File: src/rtl/projectile_pkg.sv
// Shared types and constants for the multi-slot projectile engine.
package projectile_pkg;

   typedef enum logic [1:0] {
      WAIT_ST   = 2'd0,
      RUN_ST    = 2'd1,
      UPDATE_ST = 2'd2
   } state_t;

   localparam int PIX_W         = 11;
   localparam int FRAME_H       = 479;
   localparam int FRAME_W       = 639;
   localparam int SAFETY_MARGIN = 2;
   localparam int OBJ_SIZE      = 16;

   // Population count of up to eight live-slot flags.
   function automatic logic [3:0] count_ones(input logic [7:0] v);
      logic [3:0] n;
      n = 4'd0;
      for (int i = 0; i < 8; i++) begin
         n = n + {3'b000, v[i]};
      end
      return n;
   endfunction

endpackage

File: src/rtl/projectile_slot_alloc.sv
// Find-first-zero over the live-slot vector: lowest free slot index and a free flag.
module projectile_slot_alloc
   import projectile_pkg::*;
#(
   parameter int NUM_SLOTS = 4,
   parameter int IDX_W     = 2
) (
   input  logic [NUM_SLOTS-1:0] active,
   output logic [IDX_W-1:0]     free_idx,
   output logic                 any_free
);

   // Scan from the top down so the lowest free index wins.
   always_comb begin
      free_idx = '0;
      any_free = 1'b0;
      for (int i = NUM_SLOTS - 1; i >= 0; i--) begin
         if (!active[i]) begin
            free_idx = IDX_W'(i);
            any_free = 1'b1;
         end else begin
            free_idx = free_idx;
            any_free = any_free;
         end
      end
   end

endmodule

File: src/rtl/projectile_pool.sv
// Multi-slot projectile engine: spawns shots at the ship muzzle, moves them once
// per frame in fixed point, and retires them on collision or at the frame limit.
module projectile_pool
   import projectile_pkg::*;
#(
   parameter int NUM_SLOTS       = 4,
   parameter int FP_SHIFT        = 6,
   parameter int SPEED_Y         = 10,
   parameter int DIR_UP          = 1,
   parameter int OFFSET_X        = 15,
   parameter int OFFSET_Y        = -2,
   parameter int Y_TOP           = 2,
   parameter int Y_BOTTOM        = FRAME_H - SAFETY_MARGIN - OBJ_SIZE,
   parameter int COOLDOWN_FRAMES = 8
) (
   input  logic                       clk,
   input  logic                       reset,
   input  logic                       startOfFrame,
   input  logic                       enable_sof,
   input  logic                       fire,
   input  logic [PIX_W-1:0]           ship_x,
   input  logic [PIX_W-1:0]           ship_y,
   input  logic [NUM_SLOTS-1:0]       collision,
   output logic [NUM_SLOTS-1:0]       active,
   output logic [NUM_SLOTS*PIX_W-1:0] proj_x,
   output logic [NUM_SLOTS*PIX_W-1:0] proj_y,
   output logic                       fire_accepted,
   output logic [3:0]                 num_active
);

   localparam int IDX_W = (NUM_SLOTS > 1) ? $clog2(NUM_SLOTS) : 1;
   localparam int POS_W = PIX_W + FP_SHIFT;
   localparam logic [POS_W:0] TOP_LIM   = (POS_W+1)'((Y_TOP << FP_SHIFT) + SPEED_Y);
   localparam logic [POS_W:0] BOT_LIM   = (POS_W+1)'(Y_BOTTOM << FP_SHIFT);
   localparam logic [POS_W:0] SPEED_EXT = (POS_W+1)'(SPEED_Y);

   state_t                state_r, state_next;
   logic [IDX_W-1:0]      idx_r, idx_next;
   logic [NUM_SLOTS-1:0]  active_r, hit_r, clr_mask_s;
   logic [POS_W-1:0]      pos_x_r [NUM_SLOTS];
   logic [POS_W-1:0]      pos_y_r [NUM_SLOTS];
   logic [7:0]            cooldown_r;
   logic                  fire_pending_r, fire_q_r, fire_accepted_r;
   logic [3:0]            num_active_r;
   logic                  spawn_s, consume_s, sof_go_s, sweep_s, fire_edge_s;
   logic [IDX_W-1:0]      free_idx_s;
   logic                  any_free_s;
   logic [PIX_W:0]        sum_x_s;
   logic signed [PIX_W+1:0] sum_y_s;
   logic [PIX_W-1:0]      spawn_px_x_s, spawn_px_y_s;

   projectile_slot_alloc #(
      .NUM_SLOTS (NUM_SLOTS),
      .IDX_W     (IDX_W)
   ) u_alloc (
      .active   (active_r),
      .free_idx (free_idx_s),
      .any_free (any_free_s)
   );

   assign fire_edge_s = fire & ~fire_q_r & enable_sof;

   // Muzzle position in pixels, saturated into the 11-bit coordinate range.
   always_comb begin
      sum_x_s = {1'b0, ship_x} + (PIX_W+1)'(OFFSET_X);
      sum_y_s = $signed({2'b00, ship_y}) + $signed((PIX_W+2)'(OFFSET_Y));
      if (sum_x_s[PIX_W]) begin
         spawn_px_x_s = {PIX_W{1'b1}};
      end else begin
         spawn_px_x_s = sum_x_s[PIX_W-1:0];
      end
      if (sum_y_s < $signed((PIX_W+2)'(0))) begin
         spawn_px_y_s = '0;
      end else if (sum_y_s > $signed((PIX_W+2)'(2047))) begin
         spawn_px_y_s = {PIX_W{1'b1}};
      end else begin
         spawn_px_y_s = sum_y_s[PIX_W-1:0];
      end
   end

   // Next-state and per-cycle control decisions.
   always_comb begin
      state_next = state_r;
      idx_next   = idx_r;
      spawn_s    = 1'b0;
      consume_s  = 1'b0;
      sof_go_s   = 1'b0;
      sweep_s    = 1'b0;
      case (state_r)
         WAIT_ST: begin
            if (startOfFrame && enable_sof) begin
               state_next = RUN_ST;
            end else begin
               state_next = WAIT_ST;
            end
         end
         RUN_ST: begin
            if (fire_pending_r) begin
               consume_s = 1'b1;
               spawn_s   = (cooldown_r == 8'd0) && any_free_s;
            end else begin
               consume_s = 1'b0;
            end
            if (startOfFrame && enable_sof) begin
               sof_go_s   = 1'b1;
               idx_next   = '0;
               state_next = UPDATE_ST;
            end else begin
               state_next = RUN_ST;
            end
         end
         UPDATE_ST: begin
            sweep_s = 1'b1;
            if (idx_r == IDX_W'(NUM_SLOTS - 1)) begin
               idx_next   = '0;
               state_next = RUN_ST;
            end else begin
               idx_next = idx_r + IDX_W'(1);
            end
         end
         default: begin
            state_next = WAIT_ST;
            idx_next   = '0;
         end
      endcase
   end

   // The sweep clears the slot it visits before new hits are merged in.
   always_comb begin
      if (sweep_s) begin
         clr_mask_s = NUM_SLOTS'(1) << idx_r;
      end else begin
         clr_mask_s = '0;
      end
   end

   // State register.
   always_ff @(posedge clk) begin
      if (reset) begin
         state_r <= WAIT_ST;
         idx_r   <= '0;
      end else begin
         state_r <= state_next;
         idx_r   <= idx_next;
      end
   end

   // Slot datapath: spawn, per-frame motion, retirement, hit capture, cooldown.
   always_ff @(posedge clk) begin
      if (reset) begin
         active_r        <= '0;
         hit_r           <= '0;
         cooldown_r      <= 8'd0;
         fire_pending_r  <= 1'b0;
         fire_q_r        <= 1'b0;
         fire_accepted_r <= 1'b0;
         num_active_r    <= 4'd0;
         for (int i = 0; i < NUM_SLOTS; i++) begin
            pos_x_r[i] <= '0;
            pos_y_r[i] <= '0;
         end
      end else begin
         fire_q_r        <= fire;
         fire_pending_r  <= (fire_pending_r & ~consume_s) | fire_edge_s;
         fire_accepted_r <= spawn_s;
         num_active_r    <= count_ones(8'(active_r));
         hit_r           <= (hit_r & ~clr_mask_s) | (collision & active_r);

         if (spawn_s) begin
            cooldown_r <= 8'(COOLDOWN_FRAMES);
         end else if (sof_go_s && (cooldown_r != 8'd0)) begin
            cooldown_r <= cooldown_r - 8'd1;
         end else begin
            cooldown_r <= cooldown_r;
         end

         if (spawn_s) begin
            active_r[free_idx_s] <= 1'b1;
            pos_x_r[free_idx_s]  <= POS_W'(spawn_px_x_s) << FP_SHIFT;
            pos_y_r[free_idx_s]  <= POS_W'(spawn_px_y_s) << FP_SHIFT;
         end else if (sweep_s && active_r[idx_r]) begin
            if (hit_r[idx_r]) begin
               active_r[idx_r] <= 1'b0;
            end else if (DIR_UP != 0) begin
               // Retire before the subtraction could cross the top limit.
               if ({1'b0, pos_y_r[idx_r]} < TOP_LIM) begin
                  active_r[idx_r] <= 1'b0;
               end else begin
                  pos_y_r[idx_r] <= pos_y_r[idx_r] - POS_W'(SPEED_Y);
               end
            end else begin
               if (({1'b0, pos_y_r[idx_r]} + SPEED_EXT) > BOT_LIM) begin
                  active_r[idx_r] <= 1'b0;
               end else begin
                  pos_y_r[idx_r] <= pos_y_r[idx_r] + POS_W'(SPEED_Y);
               end
            end
         end else begin
            active_r <= active_r;
         end
      end
   end

   assign active        = active_r;
   assign fire_accepted = fire_accepted_r;
   assign num_active    = num_active_r;

   // Pixel outputs are the integer part of the fixed-point positions.
   always_comb begin
      proj_x = '0;
      proj_y = '0;
      for (int i = 0; i < NUM_SLOTS; i++) begin
         proj_x[i*PIX_W +: PIX_W] = pos_x_r[i][POS_W-1 -: PIX_W];
         proj_y[i*PIX_W +: PIX_W] = pos_y_r[i][POS_W-1 -: PIX_W];
      end
   end

endmodule

File: config.mk
export PLATFORM = sky130hd
export DESIGN_NAME = projectile_pool
export DESIGN_NICKNAME = d
export VERILOG_FILES = /design/src/rtl/projectile_pkg.sv /design/src/rtl/projectile_slot_alloc.sv /design/src/rtl/projectile_pool.sv
export SDC_FILE = /design/constraint.sdc
export NUM_CORES = 1
export LEC_CHECK = 0
export CORE_MARGIN = 2
export CORE_UTILIZATION = 50
export DETAILED_ROUTE_END_ITERATION = 6
export PLACE_DENSITY = 0.85
export SLEW_MARGIN = 25
export SYNTH_ARGS = -nofsm -noshare
export SYNTH_HDL_FRONTEND = slang
export SYNTH_SLANG_ARGS = --single-unit
File: constraint.sdc
create_clock -name clk -period 6.1 [get_ports clk]
set_input_delay 1.22 -clock clk [delete_from_list [all_inputs] [get_ports clk]]
set_output_delay 1.22 -clock clk [all_outputs]
set_load 0.05 [all_outputs]
==> run summary, run 1 <==
fill count: 996
Reg2Reg Setup Slack: 1600 ps
syn avg cell area: 11.65 um^2
status: finished, final reports clean
initial antenna violation count: 0
worst rel slew slack: 43.96%
top-level port count: 128
synthesized flop and latch total: 136
Num Clock Sinks: 136
Clock Path Buffers: 2
critical path's top delay family: simple AND/OR/NAND/NOR gates
Die H: 122.5 um
ANT nets after route: 0
post-DR vias/cell: 5.889
Cells after Synth: 602
Post-Route WL: 17070 um
worst hold stages: 2
Mapped Area: 7015 um^2
TritonCTS buffer count: 17
WL per Instance: 19.51 um
Worst Tran Pin Value: 838.6 ps
Detailed Place HPWL: 12150 um
count of different cell masters after synthesis: 71
CP Launch Type: input port
EDFF count, synth: 108
Ys Warns: 0
antenna diode count: 0
area grow syn2layout: 22.76%
Rows: 43
Final Hold Viols: 0
Max Freq: 0.2201 GHz
crit path DAT: 4580 ps
Synth Flop Type: edfxtp_1
syn_nets: 646
gr usage total: 23.09%
ratio of final minimum period to clock period: 74.49%
GPL Wtd Cong: 0.9082
max incr delay on CP: 660 ps
nature of the critical path endpoint: flop
Power, Total: 2.279 mW
commonest non-fill, non-tap cells in the layout: 126 x clkdlybuf4s50_1, 108 x edfxtp_1, 100 x nor2_1
CTS tree: done
hold_buf cts: 0
clk_lat worst skew: 410 ps
crit-path cells: clkdlybuf4s50_1 > buf_4 > inv_1 > nand2b_1 > inv_1 > nand3_1 > a22o_4 > nand2_1
slowest CP cell: nand2_1
Seq/Total Area, Yosys: 54.22%
# port buffers: 126
Final Critical Period: 4544 ps
CTS H-Tree Depth: 4
DRC violations left: 0
Initial Util: 50.94%
Setup CP Type: input port to flop
R2R depth: 9
detailed-route via count: 5153
Critical R2R Capture: pos_y_r[0][16]
global-route wire length before repair: 26200 um
maximum VDD drop: 196.3 uV
Iteration-0 DRC Markers: 562
maxcap violations: 0
critical hold path startpoint: fire_pending_r
Placed Area: 8053 um^2
P per Cell Area: 264.6 nW/um^2
worst hold endpoint: fire_pending_r
asr flop ratio synth: 0%
router iterations before antenna repair: 6
largest net degree at the start of global routing: 18
RSZ-0062 raised after global routing: false
most common cell after layout, fill and taps aside: clkdlybuf4s50_1
setup violators final: 0
Core Region: 13770 um^2
vias in the first global route: 5027
layout cells sized above 1: 9.640%
CTS Root Cell: clkbuf_16
HP Class: flop to flop
Final Slew Violations: 0
skew final: 10.38 ps
Post-CTS Resized: 0
Leak Pwr: 3.162 nW
Die X-Extent: 122.5 um
Post-Route Setup TNS: 0 ps
fin nets: 726
CP dominant cell by count: inv_1
Post-CTS Setup Bufs: 0
Design Area, Final: 8612 um^2
Req. time, crit path: 6130 ps
CP Buf/Inv Count: 4
die area: 14990 um^2
global route overflow: 0
Max Fanout on Critical Path: 17
Reg clk slew, reported paths: 60 ps
==> cells in the mapped netlist, drive strengths merged (3+ instances only) <==
library cell	number	area [um^2]
dfxtp	28	560.5
nand2b	7	43.79
nand2	29	108.9
a211oi	4	30.03
and2	3	18.77
inv	32	120.1
o22ai	3	25.02
ha	12	150.1
and3	6	37.54
o21a	9	68.82
nor2b	7	43.79
nor3b	4	30.03
mux4	18	454.2
nand4b	3	26.28
edfxtp	108	3243
nor4	7	65.06
nor3	15	75.07
nand4	4	25.02
a22oi	12	105.1
clkbuf	13	48.80
o31ai	4	30.03
xnor2	17	148.9
a21oi	19	95.09
o21ai	11	62.56
buf	56	430.4
nand3	10	50.05
or3	3	18.77
nor2	109	431.7
xor2	12	105.1
==> power by group <==
| part | total, mW | internal (mW) | switching [mW] |
|---|---|---|---|
| combinational | 0.272 | 0.0923 | 0.180 |
| clock | 0.963 | 0.539 | 0.424 |
| sequential | 1.04 | 1.03 | 0.0151 |
==> through the flow <==
stage                     std cells  hold WS (ps)  utilization, %  setup slack (ps)
final                           875         508.2           62.53              1556
after global routing            875         535.2           62.53              1285
after global placement          843         463.4           58.47              1464
after CTS                       875         507.3           62.53              1599
after detailed placement        843         498.5           58.47              1232
after floorplan                 602         444.9               -              2455
==> per-layer routing <==
layer / global-route usage, % / share of wire (%) / up-vias
li1: - / - / 2300
met1: 27.84 / 36 / 2479
met2: 39.55 / 51 / 328
met3: 5.669 / 9.5 / 46
met4: 9.698 / 2.7 / 0
met5: 0 / 0 / -
==> how the worst max path moves through the flow <==
stage | start | end | depth (start not counted) | slack, ps
floorplan | flop | pos_y_r[3][10] | 12 | 2460
global placement | reset | pos_y_r[1][9] | 8 | 1460
detailed placement | reset | pos_y_r[1][12] | 8 | 1230
CTS | reset | pos_y_r[1][10] | 8 | 1600
global route | reset | pos_y_r[1][1] | 8 | 1280
finish | reset | pos_y_r[1][1] | 8 | 1560
==> tightest hold or removal path: cells and delay by family, from the launching register on <==
family | cells | cell delay [ps]
AOI/OAI and AO/OA | 2 | 150
DFF | 1 | 310
==> flip-flops by register name (all words and copies together), names as in the netlist, named ones only <==
register        flops
fire_accepted       1
idx_r               2
pos_x_r            44
fire_q_r            1
active              4
cooldown_r          8
pos_y_r            64
state_r             2
fire_pending_r      1
num_active          3
hit_r               4
==> kinds of logic (layout without fill, tap and decap cells) <==
family / count (synthesis) / in the layout / synth area share (%)
buf+inv: 101 / 194 / 8.543
simple gates: 218 / 218 / 15.16
mux: 21 / 21 / 6.920
compound gates: 83 / 83 / 9.060
fa+ha+maj: 13 / 13 / 2.425
flops: 136 / 136 / 54.22
xor+xnor: 29 / 29 / 3.620
other cells: 1 / 1 / 0.05345
==> final cells by class <==
type	count	area [um^2]	share of cell area [%]
Sequential cell	136	3804	44.17
Clock inverter	14	130.1	1.511
Multi-Input combinational cell	365	2613	30.34
Inverter	32	120.1	1.395
Tap cell	180	225.2	2.615
Timing Repair Buffer	130	1291	14.99
Clock buffer	18	429.2	4.983
No activity file was read; power rests on OpenSTA's default activity.
==> run 2: changes to the inputs <==
- clock period: 6.1 -> 4.5 ns (I/O delays scaled with it)
==> run summary, run 2 (same netlist as run 1, synthesis figures left out) <==
status: finished, final reports clean
commonest non-fill, non-tap cells in the layout: 126 x clkdlybuf4s50_1, 108 x edfxtp_1, 100 x nor2_1
Initial Util: 50.94%
area occupied by multi-input gates: 2613 um^2
fill count: 1008
sequential cell area: 3804 um^2
Detailed Place HPWL: 12120 um
DR WL met2: 8868 um
internal power: 2.467 mW
most common cell after layout, fill and taps aside: clkdlybuf4s50_1
Reg2Reg Setup Slack: 550 ps
RSZ-0062 raised after global routing: false
register with the most flip-flops: pos_y_r
area grow syn2layout: 24.72%
vias in the first global route: 5182
maximum VDD drop: 282.2 uV
Final Slew Violations: 0
Die H: 122.5 um
global-route wire length before repair: 27250 um
TritonCTS buffer count: 17
P per Cell Area: 377.9 nW/um^2
CTS H-Tree Depth: 4
Routed met3 length: 1583 um
worst hold stages: 2
clk_lat worst skew: 420 ps
layout cells sized above 1: 10.54%
largest net degree at the start of global routing: 21
ANT nets after route: 0
Max Freq: 0.2532 GHz
worst rel slew slack: 41.36%
detailed-route via count: 5210
Final Critical Period: 3949 ps
Logic pwr share: 11.2%
DRT met1 WL: 6596 um
hold_buf cts: 0
Critical R2R Capture: pos_y_r[2][5]
slowest CP cell: mux4_1
R2R depth: 9
Die X-Extent: 122.5 um
CTS tree: done
top-level port count: 128
critical path's top delay family: compound AO/OA/AOI/OAI gates
Placed Area: 8105 um^2
Num Clock Sinks: 136
Setup CP Type: flop to flop
HP Class: flop to flop
fin nets: 733
P_sw: 839.9 uW
post-DR vias/cell: 5.907
die area: 14990 um^2
global route overflow: 0
max incr delay on CP: 710 ps
Stages on worst setup path: 9
Leak Pwr: 3.238 nW
setup violators final: 0
WL per Instance: 20.05 um
Post-CTS Resized: 0
Setup crit end: pos_y_r[2][5]
switch share: 25.40%
CP Buf/Inv Count: 2
# port buffers: 126
DRC violations left: 0
CP dominant cell by count: inv_1
maxcap violations: 0
antenna diode count: 0
uppermost layer routed: met4
CP Launch Type: flop
clock share of power: 46.0%
Rows: 43
initial antenna violation count: 0
Clock Path Buffers: 2
crit-path cells: mux4_1 > inv_1 > ha_1 > inv_1 > a2111oi_4 > o21ai_1 > o21ai_2 > a21o_2 > nand2_1
skew final: 6.367 ps
CTS Root Cell: clkbuf_16
router iterations before antenna repair: 5
Largest register FFs: 64
Req. time, crit path: 4480 ps
ratio of final minimum period to clock period: 87.77%
Post-Route WL: 17680 um
Reg power frac: 42.8%
crit path DAT: 3930 ps
Core Region: 13770 um^2
gr usage total: 24.23%
GPL Wtd Cong: 0.8869
Design Area, Final: 8750 um^2
Iteration-0 DRC Markers: 519
nature of the critical path endpoint: flop
Worst Tran Pin Value: 877.5 ps
Reg clk slew, reported paths: 60 ps
largest registers: pos_y_r (64), pos_x_r (44), cooldown_r (8)
Post-CTS Setup Bufs: 0
Final Hold Viols: 0
Max Fanout on Critical Path: 16
Post-Route Setup TNS: 0 ps
## run 2: cell types whose count changed in the layout (fill, tap and decap cells not counted), sizes merged
| cell | change |
|---|---|
| buf | +7 |
| clkinvlp | -2 |
| clkinv | +3 |
| bufinv | +4 |
| inv | -5 |
## run 2: per-stage QoR
step                std cells  setup slack, ps  hold WS, ps  power [mW]  util, %
floorplan                 602            855.4        444.9       1.690        -
global placement          850            795.9        463.3       1.799    58.85
detailed placement        850            619.6        470.7       1.806    58.85
CTS                       882            570.8        479.0       3.307    63.53
global route              882            314.4        492.8       3.389    63.53
finish                    882            550.5        474.8       3.307    63.53
## run 2: routing by layer
layer / GRT usage [%] / up-vias
li1: - / 2314
met1: 29.10 / 2506
met2: 40.80 / 327
met3: 6.413 / 63
met4: 11.14 / 0
met5: 0 / -
## run 2: how the worst min path moves through the flow
stage,endpoint,start
3_3_place_gp,fire_pending_r,fire_pending_r
6_report,fire_pending_r,fire_pending_r
2_1_floorplan,fire_pending_r,fire_pending_r
4_1_cts,fire_pending_r,fire_pending_r
5_1_grt,fire_pending_r,fire_pending_r
3_5_place_dp,fire_pending_r,fire_pending_r
## run 2: tightest hold or removal path, cell delays in order (launching register included)
cell	delay, ps
dfxtp_1	300
o21ai_0	60
a21oi_1	60
## run 2: final cells by class
| type | instances | share of cell area (%) |
|---|---|---|
| clock buffers | 18 | 4.905 |
| multi-input cells | 365 | 29.86 |
| repair buffers | 137 | 15.36 |
| clock inverters | 14 | 2.460 |
| well taps | 180 | 2.574 |
| inverters | 32 | 1.373 |
| flip-flops and latches | 136 | 43.47 |
## run 2: power by group through the flow
stage                     Combinational (mW)  Sequential [mW]  Clock, mW
after floorplan                        0.200             1.49          0
after global routing                   0.389             1.42       1.58
after CTS                              0.368             1.42       1.52
final                                  0.370             1.42       1.52
after detailed placement               0.364             1.44          0
after global placement                 0.358             1.44          0
==> edit 1 (config.mk and constraints of run 2) <==
Set the parameter `OFFSET_X` to 8 (it was 15).
--- a/src/rtl/projectile_pool.sv
+++ b/src/rtl/projectile_pool.sv
@@ -9,3 +9,3 @@
    parameter int DIR_UP          = 1,
-   parameter int OFFSET_X        = 15,
+   parameter int OFFSET_X        = 8,
    parameter int OFFSET_Y        = -2,
Check against the original RTL: not equivalent (a bounded check fails within 4 cycles, from zero or initial values and one cycle with reset high).
==> edit 1 against run 2 <==
- wire length fell by 4.3%
- non-clock buffer count rose by 1
- total power fell by 4.4%
- largest cell class unchanged
- clock skew rose by 0.0045 ns
- sequential cell count did not move
- worst setup slack improved by 0.17 ns
- cell area fell by 1.7%
- global-route usage fell by 0.93 points
- area after synthesis fell by 1.8%
- count of clock-buffer cells in the layout fell by 1
==> edit 1: results (changes against run 2) <==
Yosys
The number of instances in the synthesized netlist was 593 (-1.5%). The fraction of registers with async set/reset was 0% (unchanged). By area the synthesized netlist is led by edfxtp_1, dfxtp_1, nor2_1.

The fraction of the mapped netlist area in adder cells is 2.47% (+0.045 points). The synthesized-area fraction occupied by xor and xnor cells is 3.43% (-0.19 points). The register area share after synthesis came to 55.2% (+1.0 points). The net count after synthesis is 637 (-1.4%). The multiplexer fraction of the synthesized cell area is 6.47% (-0.45 points). The share of the synthesized area in compound gates (AO/OA/AOI/OAI) came to 8.72% (-0.34 points).

After synthesis, the most frequently instantiated cells are edfxtp_1, nor2_1, buf_4, nand2_1, dfxtp_1. The count of cell types in the netlist was 66 (-7.0%).

Timing
The maximum clock skew at final layout is 0.0109 ns (+0.00454 ns). The measured slew at the worst slew-check pin is 0.999 ns (+0.122 ns).

Run status
The flow ran to the end, and the final reports show no timing, DRC or antenna violations.

Routing
The number of DRC violations after detailed-routing iteration 0 is 578 (+11%). The final wirelength is 16.9 mm (-4.3%). The count of TritonRoute iterations in the first routing pass came to 6 (+1). The number of vias per cell after detailed routing is 5.78 (-2.1%).

Finish
The number of nets in the finished design is 726 (-0.95%). The number of filler instances in the final layout is 978 (-3.0%). The final non-filler cell total is 871 (-1.2%).

The share of post-route cells with drive strength above 1 is 11.1% (+0.54 points).

Power
The static power due to leakage was 3.12 nW (-3.6%).

Placement
The detailed placement HPWL is 12.1 mm (-0.24%). The total placed cells including tap cells is 839 (-1.3%). The placer congestion estimate was 0.876 (-1.2%).

Global route
The first-pass GRT wire length is 26.1 mm (-4.1%). The number of global-route vias before repair is 4972 (-4.1%). The pin count of the biggest net entering global routing is 20 (-4.8%). The global-route total usage across every layer came to 23.3% (-0.93 points).

Worst setup path
On the critical path the largest part of the delay comes from simple AND/OR/NAND/NOR gates. The cell at the slowest stage of the critical path is dfxtp_1. The biggest cell delay along the critical path is 0.67 ns (-0.04 ns).

The arrival time of data at the critical path endpoint came to 3.84 ns (-0.09 ns).

CTS
The largest buffer count on any clock path was 2 (unchanged).
==> edit 1: cell types whose count changed in the layout (fill, tap and decap cells not counted), sizes merged, moves of 3 or more <==
| cell | delta |
|---|---|
| nand2 | +9 |
| nand4 | -3 |
| a22oi | -6 |
| a2bb2oi | +6 |
| inv | -5 |
| o21a | -6 |
| and3 | -5 |
| nor2 | -7 |
| and2 | +5 |
| a21oi | +7 |
| nand3 | -4 |
==> edit 1: metrics by stage <==
stage / worst slack, ns / total power [W] / instance area (µm²)
2_1_floorplan: 0.278 / 0.00168 / 6890
3_3_place_gp: 0.881 / 0.00179 / 8010
3_5_place_dp: 0.749 / 0.00180 / 8010
4_1_cts: 0.695 / 0.00316 / 8600
5_1_grt: 0.560 / 0.00323 / 8600
6_report: 0.724 / 0.00316 / 8600
==> edit 1: final cells by class <==
| cell class | instances | share of cell area (%) |
|---|---|---|
| clock buffer | 17 | 4.95 |
| clock inverter | 15 | 1.91 |
| inverter | 26 | 1.14 |
| multi-input combinational | 363 | 29.3 |
| sequential | 136 | 44.2 |
| tap | 176 | 2.56 |
| timing repair buffer | 138 | 15.9 |
==> edit 1: final timing paths <==
kind	startpoint	end	slack, ns	depth (start not counted)
min reg2reg	fire_pending_r$_SDFF_PP0_	fire_pending_r$_SDFF_PP0_	0.49	2
min	fire_pending_r$_SDFF_PP0_	fire_pending_r$_SDFF_PP0_	0.49	2
max	flop	pos_y_r[0][6]$_SDFFCE_PN0P_	0.72	7
max reg2reg	flop	pos_y_r[0][6]$_SDFFCE_PN0P_	0.72	7
==> edit 1: tightest hold or removal path: stages (launching register included) <==
cell and delay (ns):
dfxtp_1 0.32, o21ai_0 0.07, a21oi_1 0.06
==> edit 1: logic make-up (layout without fill, tap and decap cells) <==
family | after synthesis | in the layout
xor+xnor | 27 | 27
compound gates | 81 | 81
flops | 136 | 136
fa+ha+maj | 13 | 13
mux | 20 | 20
simple gates | 221 | 221
other cells | 1 | 1
buf+inv | 94 | 196
==> edit 1: routing by layer <==
metal | wire length [µm] | share of wire, % | track usage [%] | vias to the layer above
met5 | 0 | 0 | 0 | -
met4 | 316 | 1.9 | 8.33 | 0
met3 | 1410 | 8.4 | 5.03 | 31
met2 | 8720 | 52 | 40.5 | 284
li1 | - | - | - | 2276
met1 | 6470 | 38 | 28.6 | 2446
==> edit 1: where the power goes <==
part / internal (W) / switching [W] / total, W
Clock: 0.000826 / 0.000559 / 0.00138
Combinational: 0.000126 / 0.000233 / 0.000358
Sequential: 0.00139 / 0.0000229 / 0.00142
Total: 0.00235 / 0.000814 / 0.00316
==> edit 2 (config.mk and constraints of run 2) <==
Made on the original files. Make the reset (`reset`) asynchronous in 2 clocked blocks.
--- a/src/rtl/projectile_pool.sv
+++ b/src/rtl/projectile_pool.sv
@@ -137,3 +137,3 @@
    // State register.
-   always_ff @(posedge clk) begin
+   always_ff @(posedge clk or posedge reset) begin
       if (reset) begin
@@ -148,3 +148,3 @@
    // Slot datapath: spawn, per-frame motion, retirement, hit capture, cooldown.
-   always_ff @(posedge clk) begin
+   always_ff @(posedge clk or posedge reset) begin
       if (reset) begin
Formal check against the unedited RTL: differs if reset is asserted again (counterexample within 4 cycles, from zero or initial values and one cycle with reset high); with reset held inactive, the same outputs for 4 cycles.
==> edit 2 against run 2 <==
- area after synthesis rose by 7.0%
- the flow now finishes with violations (DRC)
- cell area rose by 4.6%
- final cell count rose by 13%
- wire length rose by 20%
- die area rose by 6.8%
- critical path depth did not move
- worst setup slack improved by 0.31 ns
- critical endpoint is now proj_y[7]$_DFFE_PP0P_
- non-clock buffer count fell by 5
- sequential cell count fell by 2
- sequential share of layout area fell by 6.8 points
Power is not compared: it rests on default switching activity, and its combinational part moved more than twofold at a synthesized area within 25%.
==> edit 2: results (changes against run 2) <==
Finish
The multi-input combinational cell count came to 479 (+31%). The number of filler instances in the final layout was 1112 (+10%). The area growth from synthesis to layout is 21.9%.

The relative area of clock buffers and inverters in the final design came to 7.01% (-0.35 points). The clock buffer instance count of the final layout is 24 (+6). The inverter count of the layout excluding clock inverters is 34 (+6.3%).

The fraction of cell area in non-clock buffers was 14.4% (-0.95 points). The register area is 3350 µm² (-12%). The fraction of area in multi-input gates is 38.0% (+8.1 points). The share of post-route cells with drive strength above 1 is 8.88% (-1.7 points).

Placement
The post-placement cell area is 8510 µm² (+5.0%). The pre-CTS worst setup slack came to 0.891 ns (+0.271 ns). The detailed placement HPWL is 14.9 mm (+23%). The placer congestion estimate is 0.903 (+1.8%). The total placed cells including tap cells was 963 (+13%).

Timing
The final hold slack is 0.476 ns (+0.00126 ns). The relative slew slack was 32.8% (-8.6 points). The maximum clock skew at final layout is 0.0176 ns (+0.0112 ns).

Yosys
The synthesized-area fraction occupied by xor and xnor cells is 2.92% (-0.70 points). The share of the synthesized area in compound gates (AO/OA/AOI/OAI) is 20.7% (+12 points). The net count after synthesis is 769 (+19%). The fraction of registers with async set/reset is 100% (+100 points).

The multiplexer fraction of the synthesized cell area is 7.16% (+0.24 points). Ranked by total cell area, the synthesized netlist is headed by dfrtp_1, buf_4, nand2_1. The register area share after synthesis was 44.7% (-9.6 points). The fraction of the mapped netlist area in adder cells is 2.10% (-0.33 points). The mean post-synth cell area is 10.3 µm² (-11%).

By count the netlist is led by dfrtp_1, nand2_1, o21ai_0, buf_4, nor2_1. The most used flip-flop cell after synthesis is dfrtp_1.

Worst setup path
The slowest stage of the critical path is the dfrtp_1 cell. Broken down by cell family, the worst path's largest delay share belongs to compound AO/OA/AOI/OAI gates. The arrival time of data at the critical path endpoint is 3.96 ns (+0.03 ns).

The setup slack of the most critical reg-to-reg path is 0.86 ns (+0.31 ns).

Run status
The run finished, with violations left. The checks that failed: DRC.

Global route
The routing usage on met1 was 36.4% (+7.3 points). The number of global-route vias before repair is 6170 (+19%). The pin count of the biggest net entering global routing is 55 (+160%). The met3 global-route usage is 7.38% (+0.97 points). The global-route total usage across every layer came to 27.3% (+3.1 points). The first-pass GRT wire length is 33.8 mm (+24%).

CTS
The clock network latency to the later pin of the worst-skew pair is 0.44 ns (+0.02 ns). The deepest level of the CTS H-tree is 4 (unchanged).

Routing
The total length of routed met2 wires is 9.92 mm (+12%). The detail-routed net length per standard cell is 21.2 µm (+6.0%). The number of vias per cell after detailed routing is 6.30 (+6.6%). The number of DRC violations after detailed-routing iteration 0 is 853 (+64%). The wire length on met3 is 2.01 mm (+27%). The count of TritonRoute iterations in the first routing pass is 7 (+2).

The number of remaining DRC errors came to 5 (+5). The total via count in the routed design is 6265 (+20%). The detailed-route wire length on metal 1 was 8.40 mm (+27%).

Worst hold path
The worst hold path begins at proj_x[26]$_DFFE_PP0P_.
-- edit 2: changes by cell type in the layout (fill, tap and decap cells not counted), sizes merged, moves of 31 or more --
cell	before	now
a22o	2	33
o21ai	11	71
nor2	109	36
edfxtp	108	0
dfrtp	0	134
nand2	29	95
-- edit 2: worst max-delay path by stage --
stage | startpoint | to | slack, ns | depth (start not counted)
floorplan | reset | active[0]$_DFFE_PP0P_ | 0.02 | 1
global placement | ship_y[1] | proj_y[12]$_DFFE_PP0P_ | 0.97 | 9
detailed placement | ship_y[1] | proj_y[12]$_DFFE_PP0P_ | 0.89 | 9
CTS | idx_r[0]$_DFFE_PP0P_ | proj_y[18]$_DFFE_PP0P_ | 0.91 | 10
global route | idx_r[1]$_DFFE_PP0P_ | proj_y[29]$_DFFE_PP0P_ | 0.67 | 9
finish | idx_r[1]$_DFFE_PP0P_ | proj_y[7]$_DFFE_PP0P_ | 0.86 | 9
